`config.mk`:
```
export PLATFORM = sky130hd
export DESIGN_NAME = if_fetch_stage
export DESIGN_NICKNAME = d
export VERILOG_FILES = /design/src/rtl/if_fetch_stage.sv
export SDC_FILE = /design/constraint.sdc
export NUM_CORES = 1
export LEC_CHECK = 0
export CORE_MARGIN = 2
export CORE_UTILIZATION = 55
export CTS_CLUSTER_SIZE = 16
export DETAILED_ROUTE_END_ITERATION = 16
export DONT_BUFFER_PORTS = 1
export PLACE_DENSITY = 0.7
export SYNTH_ARGS = -nofsm -noshare
export SYNTH_HDL_FRONTEND = slang
export SYNTH_SLANG_ARGS = --single-unit
```
`constraint.sdc`:
```
create_clock -name clk -period 3.2 [get_ports clk]
set_clock_uncertainty 0.05 [all_clocks]
set_input_delay 0.16 -clock clk [delete_from_list [all_inputs] [get_ports clk]]
set_output_delay 0.16 -clock clk [all_outputs]
set_load 0.02 [all_outputs]
```
`src/rtl/if_fetch_stage.sv`:
```
// Instruction-fetch stage with IF/ID register, req/gnt/rvalid fetch port and delay-slot redirect.
// Optional IF_ALIGN_CHECK_EN adds misaligned-fetch exception reporting (adel_o/badvaddr_o).
module if_fetch_stage #(
  parameter int unsigned ADDR_W = 32,
  parameter int unsigned DATA_W = 32,
  parameter logic [ADDR_W-1:0] RESET_PC = '0
) (
  input  logic              clk,
  input  logic              rst,
  input  logic              stall_i,
  input  logic              branch_flag_i,
  input  logic [ADDR_W-1:0] branch_target_address_i,
  output logic              imem_req_o,
  output logic [ADDR_W-1:0] imem_addr_o,
  input  logic              imem_gnt_i,
  input  logic              imem_rvalid_i,
  input  logic [DATA_W-1:0] imem_rdata_i,
  output logic [ADDR_W-1:0] pc_o,
  output logic [DATA_W-1:0] inst_o,
  output logic              inst_valid_o
`ifdef IF_ALIGN_CHECK_EN
  ,
  output logic              adel_o,
  output logic [ADDR_W-1:0] badvaddr_o
`endif
);

  localparam logic [1:0] IDLE = 2'd0;
  localparam logic [1:0] REQ  = 2'd1;
  localparam logic [1:0] WAIT = 2'd2;
  localparam logic [1:0] HOLD = 2'd3;

  logic [1:0]        state_q, state_d;
  logic [ADDR_W-1:0] fetch_pc_q, fetch_pc_d;
  logic [ADDR_W-1:0] fetch_addr_q, fetch_addr_d;
  logic [ADDR_W-1:0] tgt_q, tgt_d;
  logic              redirect_pend_q, redirect_pend_d;
  logic [ADDR_W-1:0] skid_pc_q, skid_pc_d;
  logic [DATA_W-1:0] skid_inst_q, skid_inst_d;
  logic [ADDR_W-1:0] pc_q, pc_d;
  logic [DATA_W-1:0] inst_q, inst_d;
  logic              valid_q, valid_d;
  logic              ld;
  logic [ADDR_W-1:0] ld_pc;
  logic [DATA_W-1:0] ld_inst;
  logic [ADDR_W-1:0] req_addr;
  logic              misaligned;
  logic              parked;

`ifdef IF_ALIGN_CHECK_EN
  logic              parked_q, parked_d;
  logic              adel_q, adel_d;
  logic [ADDR_W-1:0] badvaddr_q, badvaddr_d;
  logic              ld_exc;

  assign req_addr   = fetch_pc_q;
  assign misaligned = (fetch_pc_q[1:0] != 2'b00);
  assign parked     = parked_q;
  assign adel_o     = adel_q;
  assign badvaddr_o = badvaddr_q;
`else
  assign req_addr   = fetch_pc_q & ~ADDR_W'(3);
  assign misaligned = 1'b0;
  assign parked     = 1'b0;
`endif

  assign imem_req_o   = (state_q == REQ) && !misaligned;
  assign imem_addr_o  = req_addr;
  assign pc_o         = pc_q;
  assign inst_o       = inst_q;
  assign inst_valid_o = valid_q;

  always_comb begin
    state_d         = state_q;
    fetch_pc_d      = fetch_pc_q;
    fetch_addr_d    = fetch_addr_q;
    tgt_d           = tgt_q;
    redirect_pend_d = redirect_pend_q;
    skid_pc_d       = skid_pc_q;
    skid_inst_d     = skid_inst_q;
    pc_d            = pc_q;
    inst_d          = inst_q;
    valid_d         = valid_q;
    ld              = 1'b0;
    ld_pc           = '0;
    ld_inst         = '0;
`ifdef IF_ALIGN_CHECK_EN
    parked_d        = parked_q;
    adel_d          = adel_q;
    badvaddr_d      = badvaddr_q;
    ld_exc          = 1'b0;
`endif

    unique case (state_q)
      IDLE: begin
`ifdef IF_ALIGN_CHECK_EN
        // A parked fetch only resumes at a fresh branch target.
        if (parked_q) begin
          if (branch_flag_i) begin
            state_d         = REQ;
            parked_d        = 1'b0;
            fetch_pc_d      = branch_target_address_i;
            redirect_pend_d = 1'b0;
          end
        end else begin
          state_d = REQ;
        end
`else
        state_d = REQ;
`endif
      end
      REQ: begin
        if (misaligned) begin
`ifdef IF_ALIGN_CHECK_EN
          if (!stall_i || !valid_q) begin
            ld       = 1'b1;
            ld_pc    = fetch_pc_q;
            ld_exc   = 1'b1;
            state_d  = IDLE;
            parked_d = 1'b1;
          end
`endif
        end else if (imem_gnt_i) begin
          fetch_addr_d    = req_addr;
          redirect_pend_d = 1'b0;
          state_d         = WAIT;
          if (branch_flag_i) begin
            fetch_pc_d = branch_target_address_i;
          end else if (redirect_pend_q) begin
            fetch_pc_d = tgt_q;
          end else begin
            fetch_pc_d = req_addr + ADDR_W'(4);
          end
        end
      end
      WAIT: begin
        if (imem_rvalid_i) begin
          if (stall_i && valid_q) begin
            skid_pc_d   = fetch_addr_q;
            skid_inst_d = imem_rdata_i;
            state_d     = HOLD;
          end else begin
            ld      = 1'b1;
            ld_pc   = fetch_addr_q;
            ld_inst = imem_rdata_i;
            state_d = REQ;
          end
        end
      end
      HOLD: begin
        if (!stall_i) begin
          ld      = 1'b1;
          ld_pc   = skid_pc_q;
          ld_inst = skid_inst_q;
          state_d = REQ;
        end
      end
      default: state_d = IDLE;
    endcase

    // Once the delay slot has been granted, a redirect retargets the next fetch directly.
    if (branch_flag_i && !parked) begin
      if ((state_q == WAIT) || (state_q == HOLD)) begin
        fetch_pc_d = branch_target_address_i;
      end else if (!((state_q == REQ) && imem_gnt_i && !misaligned)) begin
        redirect_pend_d = 1'b1;
        tgt_d           = branch_target_address_i;
      end
    end

    if (ld) begin
      pc_d    = ld_pc;
      inst_d  = ld_inst;
      valid_d = 1'b1;
`ifdef IF_ALIGN_CHECK_EN
      adel_d  = ld_exc;
      if (ld_exc) badvaddr_d = ld_pc;
`endif
    end else if (!stall_i) begin
      pc_d    = '0;
      inst_d  = '0;
      valid_d = 1'b0;
`ifdef IF_ALIGN_CHECK_EN
      adel_d  = 1'b0;
`endif
    end
  end

  always_ff @(posedge clk) begin
    if (rst) begin
      state_q         <= IDLE;
      fetch_pc_q      <= RESET_PC;
      fetch_addr_q    <= '0;
      tgt_q           <= '0;
      redirect_pend_q <= 1'b0;
      skid_pc_q       <= '0;
      skid_inst_q     <= '0;
      pc_q            <= '0;
      inst_q          <= '0;
      valid_q         <= 1'b0;
`ifdef IF_ALIGN_CHECK_EN
      parked_q        <= 1'b0;
      adel_q          <= 1'b0;
      badvaddr_q      <= '0;
`endif
    end else begin
      state_q         <= state_d;
      fetch_pc_q      <= fetch_pc_d;
      fetch_addr_q    <= fetch_addr_d;
      tgt_q           <= tgt_d;
      redirect_pend_q <= redirect_pend_d;
      skid_pc_q       <= skid_pc_d;
      skid_inst_q     <= skid_inst_d;
      pc_q            <= pc_d;
      inst_q          <= inst_d;
      valid_q         <= valid_d;
`ifdef IF_ALIGN_CHECK_EN
      parked_q        <= parked_d;
      adel_q          <= adel_d;
      badvaddr_q      <= badvaddr_d;
`endif
    end
  end

endmodule

```
Word-level counts from Yosys, hierarchy flattened --
Index checks and enable logic that the tools add are counted. Widths: inputs -> output; s select.
Storage, ports and cells: bits in registers 224, word-level logic and storage cells 61
Operators by class: $add $sub $neg 1, eq/ne operators 7, mux-type cells 33, bitwise gates (word level) 2, reduce and logical (&&, ||, !) cells 8
Operator list (count):
- $mux 32 | 15
- $pmux 32 s2 | 2
- $add 32x3->32 const B | 1
- $mux 1 | 10
- $reduce_and 3->1 | 3
- $mux 2 | 4
- $pmux 2 s4 | 1
- $eq 2x2->1 const B | 2
- $ne 2x1->1 const B | 2
- $ne 2x2->1 const B | 2
- $eq 2x1->1 const B | 1
- $logic_and 1x1->1 | 2
- $logic_not 2->1 | 1
- $not 1->1 | 2
- $pmux 1 s2 | 1
- $reduce_and 2->1 | 1
- $logic_or 1x1->1 | 1

Longest topological paths before layout --
word-level depth 7, gate-level depth with buffers 10

Worst setup path after synthesis --
Ideal clock, no wire load.
kind register to register, start register fetch_pc_q[11], end register fetch_pc_q[23], setup time 0.134 ns, arrival time 1.894 ns, data required time 3.016 ns, setup slack 1.122 ns, cell stages (with the launch flop) 8, path buffers 2, cells stage by stage dfxtp_1 > buf_2 > nand3_1 > or3_1 > buf_6 > o31a_1 > o31ai_2 > a211oi_2
On the way: word-level cells in the longest chain between the ends 7
RTL lines:
- from (decl) | line 34 | logic [ADDR_W-1:0] fetch_pc_q, fetch_pc_d;
- from (signal assigned) | line 208 | fetch_pc_q <= fetch_pc_d;
- $add 32x3->32 * | line 132 | fetch_pc_d = req_addr + ADDR_W'(4);
- $mux 32 * | line 129 | end else if (redirect_pend_q) begin
- $mux 32 * | line 127 | if (branch_flag_i) begin
- $mux 32 * | line 123 | end else if (imem_gnt_i) begin
- $mux 32 * | line 94 | unique case (state_q)
- $mux 32 | line 163 | if ((state_q == WAIT) || (state_q == HOLD)) begin
- $mux 32 * | line 162 | if (branch_flag_i && !parked) begin
Mark *: on every way between the ends. The rest lies on a longest branch, timed or not. A chain may end at the register's enable or synchronous reset.

Worst setup path after layout --
start register state_q[0], end register tgt_q[13]
On the way: word-level cells in the longest chain between the ends 4
RTL lines:
- from (decl) | line 33 | logic [1:0] state_q, state_d;
- from (signal assigned) | line 207 | state_q <= state_d;
- $eq 2x1->1
- net imem_req_o | line 13 | output logic imem_req_o,
- $logic_and 1x1->1 | line 165 | end else if (!((state_q == REQ) && imem_gnt_i && !misaligned)) begin
- $not 1->1 (no line)
- $reduce_and 3->1 (no line)
- to (signal assigned) | line 210 | tgt_q <= tgt_d;
- to (decl) | line 36 | logic [ADDR_W-1:0] tgt_q, tgt_d;
The timed path passes the listed nets, and every way through them passes these cells.

==> results list <==
- Once the floorplan was initialized, standard cells occupied 55.63% of the core.
- Pin placement for this block handled 168 I/O pins.
- Instance count on the critical path: 8
* Count of cells along the worst register-to-register path: 8
- For this run, the register share of the synthesized area comes to 47.98%.
- The most numerous cell type found on the critical path is sky130_fd_sc_hd__buf_4.
- The first routing iteration left about 1200 violations.
* Overall power: 6.372 mW
* Final core utilization: 68.09%
- Least-Margin Pin Slew: 834.3 ps
* Worst slew margin relative to its limit: between 40% and 50%
- The via count of the first global-routing pass came to between 8000 and 9000.
* Clock slew at the register clock pins of the worst setup and hold paths: 60 ps
* DRT Pass-1 Iters: 7
* CTS buffer count: 23
* Post-synthesis async set-or-reset flop share: 0%
* Peak clock frequency supported by timing: 341.7 MHz
- Summing all placed instances gives a cell area of 9269 um^2.
- In this run the most critical hold path is launched from branch_flag_i.
* Required time at the worst-slack endpoint: 3610 ps
* Count of placed standard cells in the final layout, fillers left out: 1426
- Critical path arrival: roughly 3300 ps
- Yosys printed 0 warnings.
- First-pass GRT wire length: 44830 um
* Sum of negative setup slack: 0 ps
* Worst flop-to-flop path endpoint: tgt_q[13]
- Kind of path behind the tightest hold check: in -> reg
- Count of cell types in the netlist: 67
- The clock network burns between 40% and 50% of the power.
- STA classifies the critical path endpoint as a flip-flop.
* Source of the critical timing path: state_q[0]
- Number of nets with antenna violations after detailed routing: 0
- On the critical path, the stage with the largest delay is an instance of sky130_fd_sc_hd__dlygate4sd3_1.
* Number of synthesized register bits: 218
- Power spread over the standard cell area amounts to 572.5 nW/um^2.
- After detailed routing, the average wire length per cell comes to 19.47 um.
* Final worst path period share: 91.47%
- The worst path needs 2927 ps of the cycle, external delays included.
- Area of the die: 17580 um^2
- For this block, the routed nets add up to 27770 um of wire.
* Number of cell rows: 47
- The total count of max-transition violations in the final report is 0.
* Clock Sinks: 218
* Vertical die dimension: about 130 um
* Number of instances in the synthesized netlist: 1123
* Most instantiated flip-flop cell in the synthesis netlist: sky130_fd_sc_hd__dfxtp_1
- In this run, placement finished with an instance count of 1276.
* Cells along the critical path: ha_1, nand2_2, buf_4, nand3_1, buf_4, nand2_1, a21oi_1, dlygate4sd3_1
- Cell area after technology mapping: 9095 um^2
* Latest clock arrival within the worst-skew pair: between 500 and 600 ps
- In this run the tool buffered the top-level ports with 0 buffer cells.
- For this run, the total global-route usage over all layers was measured as 30.92%.
* CP bufs+invs: 3
- In this run the critical register-to-register path is launched from state_q[0].
* Residual DRC count: 0
- Synthesized area per cell: 8.099 um^2
- Summed over all cells, the static leakage comes to around 3.9 nW.
- Global routing finished with a remaining overflow of 0.
- The worst-case IR drop observed on VDD is 0.4379 mV.
- STA classifies the critical path startpoint as a flip-flop.
- Among cell families on the critical path, the largest total delay comes from buffers and inverters.
- Setup repair after global routing missed its margin: no
* Share of power burned in registers: a little under half
- Area delta synth->final: 22.38%
- In this run the horizontal extent of the chip is 132.6 um.
- The run finished with clean final reports.
- The largest single stage delay on the critical path is 570 ps.
- Summed over all nets, the switching power comes to 1.661 mW.
- The number of antenna violations at the first check in global routing came to 2.
* Number of levels in the clock H-tree: 1
- Number of endpoints failing setup at the final stage: 0
- The congestion estimate from routability-driven global placement came to ~0.93.
* Worst-case clock buffer depth: 3
- Cell Int Power: roughly 4.7 mW
* Area of the core: 16350 um^2
- Critical path class: reg -> reg
- Proportion of power drawn by combinational gates: 10.9%
- The final number of hold-violating endpoints was 0.
- With fillers left out, the area of the finished cells amounts to 11130 um^2.
- Clock tree from TritonCTS: done
- Worst setup path endpoint: tgt_q[13]
- Entering global routing, the biggest net connects 172 pins.
- Max-cap violations in this run came to 0.
* Via-per-instance ratio: 6.186
- Via count of the routed design: 8821
- Area taken by multi-input logic gates: 4330 um^2
- Number of enable flip-flop cells after synthesis: 0
- Net count, final: around 1300
- DP Wirelength: between 15000 and 20000 um
* Fraction of layout instances using a drive strength above 1: 6.977%
- Net Sw Frac: 26.07%
* Master cell of the clock root buffer: sky130_fd_sc_hd__clkbuf_16
- CP max FO: 31
* Sequential cell area: 4364 um^2
- Setup slack, reg-to-reg: 270 ps
- In this run, post-CTS repair resized a total of 0 instances.
* Number of buffers inserted by post-CTS setup repair: 0
- Number of fillers in the final layout: 1406
-- metal layers --
| metal | wire, um | part of all wire (%) | global-route usage (%) |
|---|---|---|---|
| met3 | 2784 | 10 | 7.701 |
| met5 | 0 | 0 | 0 |
| met1 | 11570 | 42 | 42.13 |
| met2 | 12500 | 45 | 48.07 |
| met4 | 922 | 3.3 | 10.57 |
-- cell families (layout without fill, tap and decap cells) --
logic type / count (synthesis) / count (layout) / synth area share [%]
buffers and inverters: 111 / 189 / 4.897
AND/OR/NAND/NOR: 457 / 457 / 21.56
AO/OA/AOI/OAI: 317 / 317 / 23.40
other: 1 / 6 / 0.04123
XOR/XNOR: 8 / 8 / 0.7704
adder cells (fa/ha/maj): 5 / 5 / 0.6879
multiplexers: 6 / 6 / 0.6604
flip-flops: 218 / 218 / 47.98
-- Yosys cell counts, types with 4 or more instances --
library cell                count  share of area, %
sky130_fd_sc_hd__buf_2          5              0.28
sky130_fd_sc_hd__nand4_1       14              0.96
sky130_fd_sc_hd__buf_1          9              0.37
sky130_fd_sc_hd__nand2_1      277                11
sky130_fd_sc_hd__nor3_1        12              0.66
sky130_fd_sc_hd__nor2_1        96               4.0
sky130_fd_sc_hd__xnor2_1        5              0.48
sky130_fd_sc_hd__buf_4          4              0.33
sky130_fd_sc_hd__a31oi_1        5              0.34
sky130_fd_sc_hd__a222oi_1      62               6.8
sky130_fd_sc_hd__ha_1           5              0.69
sky130_fd_sc_hd__o22ai_1        7              0.48
sky130_fd_sc_hd__mux2i_1        6              0.66
sky130_fd_sc_hd__o21ai_0       27               1.5
sky130_fd_sc_hd__and4_1         4              0.39
sky130_fd_sc_hd__nand2b_1       4              0.28
sky130_fd_sc_hd__inv_1          8              0.33
sky130_fd_sc_hd__a211oi_1      13               1.1
sky130_fd_sc_hd__o211ai_1       8              0.66
sky130_fd_sc_hd__a221oi_1       4              0.39
sky130_fd_sc_hd__and3_1         6              0.41
sky130_fd_sc_hd__a2111oi_0      5              0.48
sky130_fd_sc_hd__nor4_1         6              0.41
sky130_fd_sc_hd__a21oi_1      152               8.4
sky130_fd_sc_hd__clkbuf_1      83               3.4
sky130_fd_sc_hd__dfxtp_1      218                48
sky130_fd_sc_hd__nand3_1       14              0.77
sky130_fd_sc_hd__o221ai_1       5              0.48
-- worst reg2reg max path, cell delays in order, from the launching register on --
cell and delay [ps]:
sky130_fd_sc_hd__dfxtp_1 410, sky130_fd_sc_hd__ha_1 450, sky130_fd_sc_hd__nand2_2 380, sky130_fd_sc_hd__buf_4 370, sky130_fd_sc_hd__nand3_1 160, sky130_fd_sc_hd__buf_4 240, sky130_fd_sc_hd__nand2_1 80, sky130_fd_sc_hd__a21oi_1 150
sky130_fd_sc_hd__dlygate4sd3_1 570
-- cell type report --
class / count / area share [%]
sequential: 218 / 39.21
multi-input combinational: 797 / 38.91
timing repair buffer: 138 / 12.07
clock buffer: 37 / 6.183
tap: 220 / 2.473
clock inverter: 5 / 0.8094
inverter: 9 / 0.3035
antenna: 2 / 0.04496
-- registers in the layout, indices dropped and copies added (netlist names) --
name             cells
tgt_q               30
inst_o              32
pc_o                30
skid_pc_q           30
fetch_pc_q          30
state_q              2
fetch_addr_q        30
redirect_pend_q      1
skid_inst_q         32
inst_valid_o         1
-- worst min-delay path by stage --
stage,end,slack [ps],cells after the start
floorplan,fetch_pc_q[20],240,1
detailed placement,tgt_q[30],200,1
global placement,tgt_q[30],190,1
CTS,fetch_pc_q[30],20,4
finish,fetch_pc_q[30],40,4
global route,fetch_pc_q[30],60,4
-- stage by stage --
step | setup slack [ps] | hold slack (ps)
final | 273.0 | 37.46
after detailed placement | 691.0 | 195.7
after global routing | 42.86 | 56.89
after global placement | 756.4 | 192.9
after floorplan | 1122 | 235.8
after CTS | 334.9 | 21.99
-- power by group through the flow --
stage | Sequential, mW | Combinational, mW | Clock, mW
floorplan | 2.98 | 0.402 | 0
detailed placement | 2.99 | 0.532 | 0
global placement | 2.99 | 0.524 | 0
CTS | 2.93 | 0.679 | 2.77
finish | 2.94 | 0.696 | 2.74
global route | 2.95 | 0.755 | 2.87
-- cell usage in the layout, fill, tap and decap left out, types with 3 or more instances in the layout --
cell | netlist | final
sky130_fd_sc_hd__nand2_1 | 277 | 276
sky130_fd_sc_hd__dfxtp_1 | 218 | 218
sky130_fd_sc_hd__a21oi_1 | 152 | 152
sky130_fd_sc_hd__dlygate4sd3_1 | 0 | 105
sky130_fd_sc_hd__nor2_1 | 96 | 95
sky130_fd_sc_hd__a222oi_1 | 62 | 62
sky130_fd_sc_hd__buf_4 | 4 | 30
sky130_fd_sc_hd__o21ai_0 | 27 | 27
sky130_fd_sc_hd__clkbuf_16 | 0 | 23
sky130_fd_sc_hd__nand3_1 | 14 | 14
sky130_fd_sc_hd__nand4_1 | 14 | 14
sky130_fd_sc_hd__a211oi_1 | 13 | 13
sky130_fd_sc_hd__nor3_1 | 12 | 12
sky130_fd_sc_hd__inv_1 | 8 | 8
sky130_fd_sc_hd__o211ai_1 | 8 | 8
sky130_fd_sc_hd__clkbuf_1 | 83 | 8
sky130_fd_sc_hd__o22ai_1 | 7 | 7
sky130_fd_sc_hd__nor4_1 | 6 | 6
sky130_fd_sc_hd__and3_1 | 6 | 6
sky130_fd_sc_hd__mux2i_1 | 6 | 6
sky130_fd_sc_hd__clkbuf_8 | 0 | 6
sky130_fd_sc_hd__xnor2_1 | 5 | 5
sky130_fd_sc_hd__a31oi_1 | 5 | 5
sky130_fd_sc_hd__o221ai_1 | 5 | 5
sky130_fd_sc_hd__a2111oi_0 | 5 | 5
sky130_fd_sc_hd__ha_1 | 5 | 5
sky130_fd_sc_hd__nand2b_1 | 4 | 4
sky130_fd_sc_hd__a221oi_1 | 4 | 4
sky130_fd_sc_hd__and4_1 | 4 | 4
sky130_fd_sc_hd__conb_1 | 1 | 4
sky130_fd_sc_hd__xor2_1 | 3 | 3
sky130_fd_sc_hd__a32o_1 | 3 | 3
sky130_fd_sc_hd__o21a_1 | 3 | 3
sky130_fd_sc_hd__and2_1 | 3 | 3
sky130_fd_sc_hd__or3_1 | 3 | 3
-- what timing repair did --
item	4_1_cts	5_1_grt
endpoints found under the setup margin	0	0
hold endpoints to repair	218	0
hold buffers	106	0
(Power assumes the default switching activity.)
